[src/rtl/vga_timing_ctrl.sv]
// ---------------------------------------------------------------------------
// vga_timing_ctrl
//
// Purpose:
//   Scan sequencer for the VGA datapath. Divides the system clock into a
//   pixel-rate tick, runs the horizontal/vertical scan counters, decodes the
//   sync pulses and visible window, and arbitrates the display-update port so
//   that game logic only touches frame state during vertical blanking.
//
// Ports:
//   clk          in   system clock, rising edge
//   rst_n        in   asynchronous active-low reset
//   pix_tick     out  one-clk pulse every CLK_DIV clks
//   h_count      out  horizontal position 0..H_TOTAL-1
//   v_count      out  vertical line 0..V_TOTAL-1
//   hsync        out  active-low horizontal sync
//   vsync        out  active-low vertical sync
//   video_on     out  high inside the visible area
//   frame_start  out  one-clk pulse when the counters wrap to (0,0)
//   upd_req      in   update-port request (level)
//   upd_done     in   one-clk pulse, requester finished
//   upd_gnt      out  update-port grant
//   upd_abort    out  one-clk pulse, grant revoked at frame end
// ---------------------------------------------------------------------------
module vga_timing_ctrl #(
    parameter int CLK_DIV   = 4,
    parameter int H_VISIBLE = 640,
    parameter int H_FP      = 16,
    parameter int H_SYNC    = 96,
    parameter int H_BP      = 48,
    parameter int V_VISIBLE = 480,
    parameter int V_FP      = 10,
    parameter int V_SYNC    = 2,
    parameter int V_BP      = 33
) (
    input  logic       clk,
    input  logic       rst_n,
    output logic       pix_tick,
    output logic [9:0] h_count,
    output logic [9:0] v_count,
    output logic       hsync,
    output logic       vsync,
    output logic       video_on,
    output logic       frame_start,
    input  logic       upd_req,
    input  logic       upd_done,
    output logic       upd_gnt,
    output logic       upd_abort
);

    localparam int DIV_W = (CLK_DIV > 1) ? $clog2(CLK_DIV) : 1;
    localparam logic [DIV_W-1:0] DIV_LAST = DIV_W'(CLK_DIV - 1);

    localparam logic [9:0] H_LAST       = 10'(H_VISIBLE + H_FP + H_SYNC + H_BP - 1);
    localparam logic [9:0] H_VIS        = 10'(H_VISIBLE);
    localparam logic [9:0] H_SYNC_START = 10'(H_VISIBLE + H_FP);
    localparam logic [9:0] H_SYNC_END   = 10'(H_VISIBLE + H_FP + H_SYNC);
    localparam logic [9:0] V_LAST       = 10'(V_VISIBLE + V_FP + V_SYNC + V_BP - 1);
    localparam logic [9:0] V_VIS        = 10'(V_VISIBLE);
    localparam logic [9:0] V_SYNC_START = 10'(V_VISIBLE + V_FP);
    localparam logic [9:0] V_SYNC_END   = 10'(V_VISIBLE + V_FP + V_SYNC);

    typedef enum logic [1:0] {
        ST_IDLE,
        ST_WAIT,
        ST_GRANT
    } arbState_e;

    logic [DIV_W-1:0] divCnt_q, divCnt_d;
    logic [9:0]       hCount_q, hCount_d;
    logic [9:0]       vCount_q, vCount_d;
    logic             pixTick_q;
    logic             hsync_q, vsync_q, videoOn_q;
    logic             frameStart_q;
    logic             updAbort_q, updAbort_d;
    arbState_e        state_q, state_d;

    logic advance;
    logic hWrap;
    logic vWrap;
    logic frameWrap;
    logic inVblank;

    // Divider and scan-counter next state. Counters step in the same edge
    // that raises pix_tick, so the tick and the new position appear together.
    always_comb begin
        advance   = (divCnt_q == DIV_LAST);
        hWrap     = (hCount_q == H_LAST);
        vWrap     = (vCount_q == V_LAST);
        frameWrap = advance && hWrap && vWrap;
        divCnt_d  = advance ? '0 : divCnt_q + 1'b1;
        hCount_d  = hCount_q;
        vCount_d  = vCount_q;
        if (advance) begin
            if (hWrap) begin
                hCount_d = '0;
                vCount_d = vWrap ? '0 : vCount_q + 10'd1;
            end else begin
                hCount_d = hCount_q + 10'd1;
            end
        end
    end

    // Datapath registers. Decode is computed from the next counter values so
    // the registered sync/window flags always match the registered counters.
    always_ff @(posedge clk or negedge rst_n) begin
        if (!rst_n) begin
            divCnt_q     <= '0;
            hCount_q     <= '0;
            vCount_q     <= '0;
            pixTick_q    <= 1'b0;
            hsync_q      <= 1'b1;
            vsync_q      <= 1'b1;
            videoOn_q    <= 1'b0;
            frameStart_q <= 1'b0;
        end else begin
            divCnt_q     <= divCnt_d;
            hCount_q     <= hCount_d;
            vCount_q     <= vCount_d;
            pixTick_q    <= advance;
            frameStart_q <= frameWrap;
            if (advance) begin
                hsync_q   <= !((hCount_d >= H_SYNC_START) && (hCount_d < H_SYNC_END));
                vsync_q   <= !((vCount_d >= V_SYNC_START) && (vCount_d < V_SYNC_END));
                videoOn_q <= (hCount_d < H_VIS) && (vCount_d < V_VIS);
            end
        end
    end

    // The last line is excluded so a new grant always has at least one full
    // blanking line before the frame wraps.
    assign inVblank = (vCount_q >= V_VIS) && (vCount_q != V_LAST);

    // Arbiter state register; abort pulse registered alongside it.
    always_ff @(posedge clk or negedge rst_n) begin
        if (!rst_n) begin
            state_q    <= ST_IDLE;
            updAbort_q <= 1'b0;
        end else begin
            state_q    <= state_d;
            updAbort_q <= updAbort_d;
        end
    end

    // Arbiter next state. Only upd_done or the frame wrap end a grant; a
    // done arriving together with the wrap counts as normal completion.
    always_comb begin
        state_d    = state_q;
        updAbort_d = 1'b0;
        case (state_q)
            ST_IDLE: begin
                if (upd_req) state_d = ST_WAIT;
            end
            ST_WAIT: begin
                if (!upd_req)     state_d = ST_IDLE;
                else if (inVblank) state_d = ST_GRANT;
            end
            ST_GRANT: begin
                if (upd_done) begin
                    state_d = ST_IDLE;
                end else if (frameWrap) begin
                    state_d    = ST_IDLE;
                    updAbort_d = 1'b1;
                end
            end
            default: state_d = ST_IDLE;
        endcase
    end

    assign pix_tick    = pixTick_q;
    assign h_count     = hCount_q;
    assign v_count     = vCount_q;
    assign hsync       = hsync_q;
    assign vsync       = vsync_q;
    assign video_on    = videoOn_q;
    assign frame_start = frameStart_q;
    assign upd_gnt     = (state_q == ST_GRANT);
    assign upd_abort   = updAbort_q;

endmodule

[config.mk]
export PLATFORM = sky130hd
export DESIGN_NAME = vga_timing_ctrl
export DESIGN_NICKNAME = d
export VERILOG_FILES = /design/src/rtl/vga_timing_ctrl.sv
export SDC_FILE = /design/constraint.sdc
export NUM_CORES = 1
export LEC_CHECK = 0
export BUFFER_PORTS_ARGS = -buffer_cell sky130_fd_sc_hd__buf_4
export CORE_UTILIZATION = 58
export DETAILED_ROUTE_END_ITERATION = 16
export GPL_TIMING_DRIVEN = 0
export HOLD_SLACK_MARGIN = 0.12
export PLACE_DENSITY = 0.82
export SYNTH_ARGS = -nofsm -noshare
export SYNTH_HDL_FRONTEND = slang
export SYNTH_SLANG_ARGS = --single-unit
[constraint.sdc]
create_clock -name clk -period 4.8 [get_ports clk]
set_input_delay 0.48 -clock clk [delete_from_list [all_inputs] [get_ports clk]]
set_output_delay 0.48 -clock clk [all_outputs]
set_load 0.05 [all_outputs]
# --- Word-level counts from Yosys, hierarchy flattened ---
# Index checks and enable logic that the tools add are counted.
# Widths: inputs -> output; s select.
totals:
  in_bits: 4
  word_cells: 54
  ff_bits: 30
classes:
  reduce_logical: 10
  n_mux: 15
  add_sub_neg: 3
  eq_ne: 9
  n_lt_le_gt_ge: 7
ops:
  columns: ["op", "n"]
  rows:
  - ["$mux 10", 5]
  - ["$add 10x1->10 const B", 2]
  - ["$eq 10x10->1 const B", 2]
  - ["$ge 10x9->1 const B", 2]
  - ["$lt 10x10->1 const B", 2]
  - ["$lt 10x9->1 const B", 2]
  - ["$mux 2", 6]
  - ["$ge 10x10->1 const B", 1]
  - ["$ne 10x10->1 const B", 1]
  - ["$logic_and 1x1->1", 6]
  - ["$pmux 2 s3", 1]
  - ["$eq 2x2->1 const B", 2]
  - ["$mux 1", 3]
  - ["$ne 3x2->1 const B", 1]
  - ["$ne 3x3->1 const B", 1]
  - ["$reduce_and 3->1", 1]
  - ["$add 2x1->2 const B", 1]
  - ["$eq 2x1->1 const B", 1]
  - ["$logic_not 1->1", 2]
  - ["$logic_not 2->1", 1]
  - ["$ne 2x2->1 const B", 1]

# --- Depth between registers and ports, before layout ---
depth:
  depth_word: 7
  ltp_mapped: 9
  depth_no_buf: 7

# --- Least setup slack after synthesis ---
# Ideal clock, no wire load.
synth_path:
  path_type: "reg-to-reg"
  from: "register hCount_q[0], in the netlist h_count[0]"
  to: "register vsync_q, in the netlist vsync"
  slack_ns: 1.982
  synth_period_minus_slack_ns: 2.818
  t_required_ns: 4.714
  stages_incl_launch_ff: 9
  arrival_time_ns: 2.732
  path_buffers: 1
  path_cell_list: "dfrtp_1 ha_1 or4b_4 or3_1 buf_2 or4_4 o21ai_2 and2_1 a31oi_1"
synth_via:
  elab_chain_len: 6
  elab_cells_between_ends: 7
  classes_between: "order compare: 2; eq/ne: 1; mux: 2; reduce/logical: 2"
synth_rtl:
  columns: ["item", "line_no", "source"]
  rows:
  - ["start: declaration", "70", "logic [9:0] hCount_q, hCount_d;"]
  - ["start signal: assignment", "118", "hCount_q <= hCount_d;"]
  - ["$eq 10x10->1 (*)", "88", "hWrap = (hCount_q == H_LAST);"]
  - ["$mux 10 (*)", "95", "if (hWrap) begin"]
  - ["$mux 10 (*)", "94", "if (advance) begin"]
  - ["named net vCount_d[3]", "71", "logic [9:0] vCount_q, vCount_d;"]
  - ["$ge 10x9->1 or $lt 10x9->1 (tied branches)", "124", "vsync_q <= !((vCount_d >= V_SYNC_START) && (vCount_d < V_SYNC_END));"]
  - ["$logic_and 1x1->1 (*)", "124", null]
  - ["$logic_not 1->1 (*)", "124", null]
  - ["end signal: assignment", "124", null]
  - ["end: declaration", "73", "logic hsync_q, vsync_q, videoOn_q;"]
# Mark *: on every way through the listed nets, which the timed path passes. The rest lies on a longest branch.
# A chain may end at the register's enable or synchronous reset.

# --- Worst setup path in the final report ---
# Ends and elaborated chain as after synthesis.

==> impl_metrics.json <==
{
  "status": "complete, no violations",
  "grt_max_degree": 31,
  "worstHoldStart": "upd_done",
  "r2r_start": "h_count[0]$_DFF_PN0_",
  "r2r_cells": 7,
  "grt_usage": 0.271,
  "irDropWorstVdd_uv": 216,
  "start_util": 0.617,
  "core_um2": 2480,
  "maxCapViolCount": 0,
  "via_count": 1317,
  "detail_route.iter0.violations": 31,
  "finalCritPeriodShare": 0.564,
  "worstReg2RegEnd": "vsync$_DFFE_PN1P_",
  "routabilityCongestion": 0.831,
  "p_leak_nw": 0.818,
  "end_kind": "flip-flop",
  "io_buffers": 30,
  "min_delay_path_depth": 2,
  "p_sw_mw": 0.0918,
  "cts.sinks": 30,
  "root_buffer": "clkbuf_4",
  "ys_warn_count": 0,
  "cts_tree": "yes",
  "min_to": "upd_abort$_DFF_PN0_",
  "combPwrFrac": 0.019,
  "place_area_um2": 1790,
  "finalWorstSetupSlack_ns": 2.09,
  "synth.distinct_cells": 39,
  "final.min_clock_period_ns": 2.71,
  "synth_ff_type": "dfrtp_1",
  "critPathMaxFanout": 7,
  "tightest_slew_ns": 0.756,
  "post_drt_wl_per_cell_um": 14.6,
  "grt_first_pass_wirelength_um": 5320,
  "layout_commonest_cell": "buf_4",
  "first_global_vias": 1203,
  "post_drt_via_cell_ratio": 5.85,
  "totalWireLength_um": 3280,
  "syn_area_um2": 1530,
  "htreeDepth": 2,
  "power.internal_mw": 0.326,
  "syn_nets": 164,
  "power_density_nw_per_um2": 225,
  "synthTopCellsByArea": "dfrtp_1 46%, xnor2_1 4.6%, nor2_1 4.4%",
  "fin_total_pwr_mw": 0.418,
  "final_core_util": 0.751,
  "p_sw_frac": 0.219,
  "grt_antenna_before_repair": 0,
  "final_layout_size_suffix_gt1_frac": 0.256,
  "place_inst": 216,
  "syn_inst": 156,
  "cts_max_path_buffers": 2,
  "synth-edff-count": 0,
  "tns_ns": 0,
  "synthToLayoutAreaGrowth_pct": 21.8,
  "synth_seq_cells": 30,
  "synth_top_cell_area_share": 0.459,
  "ctsResizeCount": 0,
  "drtPass1Iterations": 5,
  "arrival_ns": 2.96,
  "drtAntennaViolNets": 0,
  "num_rows": 18,
  "die_y_um": 53.3,
  "timing_max_transition_violations_final": 0,
  "fin_skew_ns": 0.00830,
  "whs_ns": 0.310,
  "layout.cells.non_filler": 225,
  "synth-seq-area-share": 0.493,
  "die_x_um": 53.3,
  "clk-insertion-delay-late_ns": 0.33,
  "syn_area_per_cell_um2": 9.79,
  "dp_hpwl_um": 2340,
  "cp.required_ns": 5.05,
  "hold_path_class": "input pin to flip-flop",
  "io_pins": 31,
  "slew_headroom": 0.492,
  "async_reset_ff_frac": 1.00,
  "final_nets": 202,
  "die-area_um2": 2840,
  "stdcell_area_um2": 1860,
  "pwr-share-seq": 0.606,
  "grt_overflow": 0,
  "rsz0062_at_grt": "no",
  "layout_common_cells": "30 x buf_4, 28 x dfrtp_1, 18 x nor2_1",
  "setup_viol": 0,
  "diodes": 0,
  "max_freq_mhz": 369,
  "finalHoldViolCount": 0,
  "crit_type": "flip-flop to flip-flop",
  "pwr-share-clk": 0.375,
  "netlist.top_cell.by_area": "dfrtp_1",
  "drcViolationCount": 0,
  "cts_buffers": 5,
  "cts.clk_slew.worst_paths_ns": 0.10,
  "pre_cts_ws_ns": 2.13,
  "cp-start-kind": "flip-flop",
  "r2r_setup_slack_ns": 2.09
}
flip-flops by register name, indices dropped and copies added (netlist names):
name and cells:
state_q 2, upd_abort 1, divCnt_q 2, frame_start 1, pix_tick 1, v_count 10
h_count 10, vsync 1, video_on 1, hsync 1
power groups by stage:
stage | logic, mW | registers (mW) | clock network (mW)
4_1_cts | 0.00814 | 0.253 | 0.162
6_report | 0.00781 | 0.253 | 0.157
2_1_floorplan | 0.000387 | 0.258 | 0
5_1_grt | 0.00916 | 0.254 | 0.169
3_5_place_dp | 0.00759 | 0.258 | 0
3_3_place_gp | 0.00717 | 0.258 | 0
critical path: stages (launching register included):
cell	delay, ns
dfrtp_1	0.45
ha_1	0.28
or4b_4	0.51
nor3_1	0.65
nand3_1	0.18
xnor2_1	0.23
and4_1	0.24
a31oi_1	0.09
final cells by class:
| class | instances | area (um^2) |
|---|---|---|
| Sequential cell | 30 | 753 |
| Multi-Input combinational cell | 116 | 728 |
| Fill cell | 169 | 617 |
| Timing Repair Buffer | 31 | 235 |
| Clock buffer | 7 | 55.1 |
| Tap cell | 30 | 37.5 |
| Buffer | 4 | 23.8 |
| Inverter | 6 | 22.5 |
| Clock inverter | 1 | 5.00 |
how the worst max path moves through the flow:
stage	start	endpoint	slack, ns	cells past startpoint
3_5_place_dp	h_count[0]$_DFF_PN0_	vsync$_DFFE_PN1P_	2.13	8
2_1_floorplan	h_count[0]$_DFF_PN0_	vsync$_DFFE_PN1P_	1.98	8
6_report	h_count[0]$_DFF_PN0_	vsync$_DFFE_PN1P_	2.09	7
4_1_cts	h_count[0]$_DFF_PN0_	vsync$_DFFE_PN1P_	2.11	8
5_1_grt	h_count[0]$_DFF_PN0_	vsync$_DFFE_PN1P_	1.89	7
3_3_place_gp	h_count[0]$_DFF_PN0_	vsync$_DFFE_PN1P_	2.15	8
routing by layer:
metal  GRT usage  part of all wire
met2       0.423              0.49
met3      0.0805             0.051
met5           0                 0
met1       0.350              0.45
met4       0.101             0.014
synthesized netlist by cell type (2+ instances only):
cell type and n:
dfrtp_1 28, nor2_1 18, nand2_1 13, nand3_1 11, xnor2_1 8, a21oi_1 7
nand4_1 7, nor3_1 7, inv_1 6, ha_1 4, o21ai_0 4, xor2_1 4
and4_1 3, a31oi_1 2, a41oi_1 2, and2_1 2, clkbuf_1 2, dfstp_2 2
nand2b_1 2, nor4b_1 2, o22ai_1 2, o31ai_1 2, or3_1 2
logic make-up (layout without fill, tap and decap cells):
group | count (synthesis) | count (layout) | synth area share
multiplexers | 2 | 2 | 0.0139
AND/OR/NAND/NOR | 76 | 76 | 0.269
adder cells (fa/ha/maj) | 4 | 4 | 0.0328
AO/OA/AOI/OAI | 22 | 22 | 0.0925
buffers and inverters | 10 | 49 | 0.0303
flip-flops | 30 | 30 | 0.493
XOR/XNOR | 12 | 12 | 0.0688
what timing repair did:
action / in CTS / in global routing
hold buffers: 1 / 0
endpoints found under the hold margin: 28 / 0
setup buffers: 0 / 0
(Power assumes the default switching activity.)
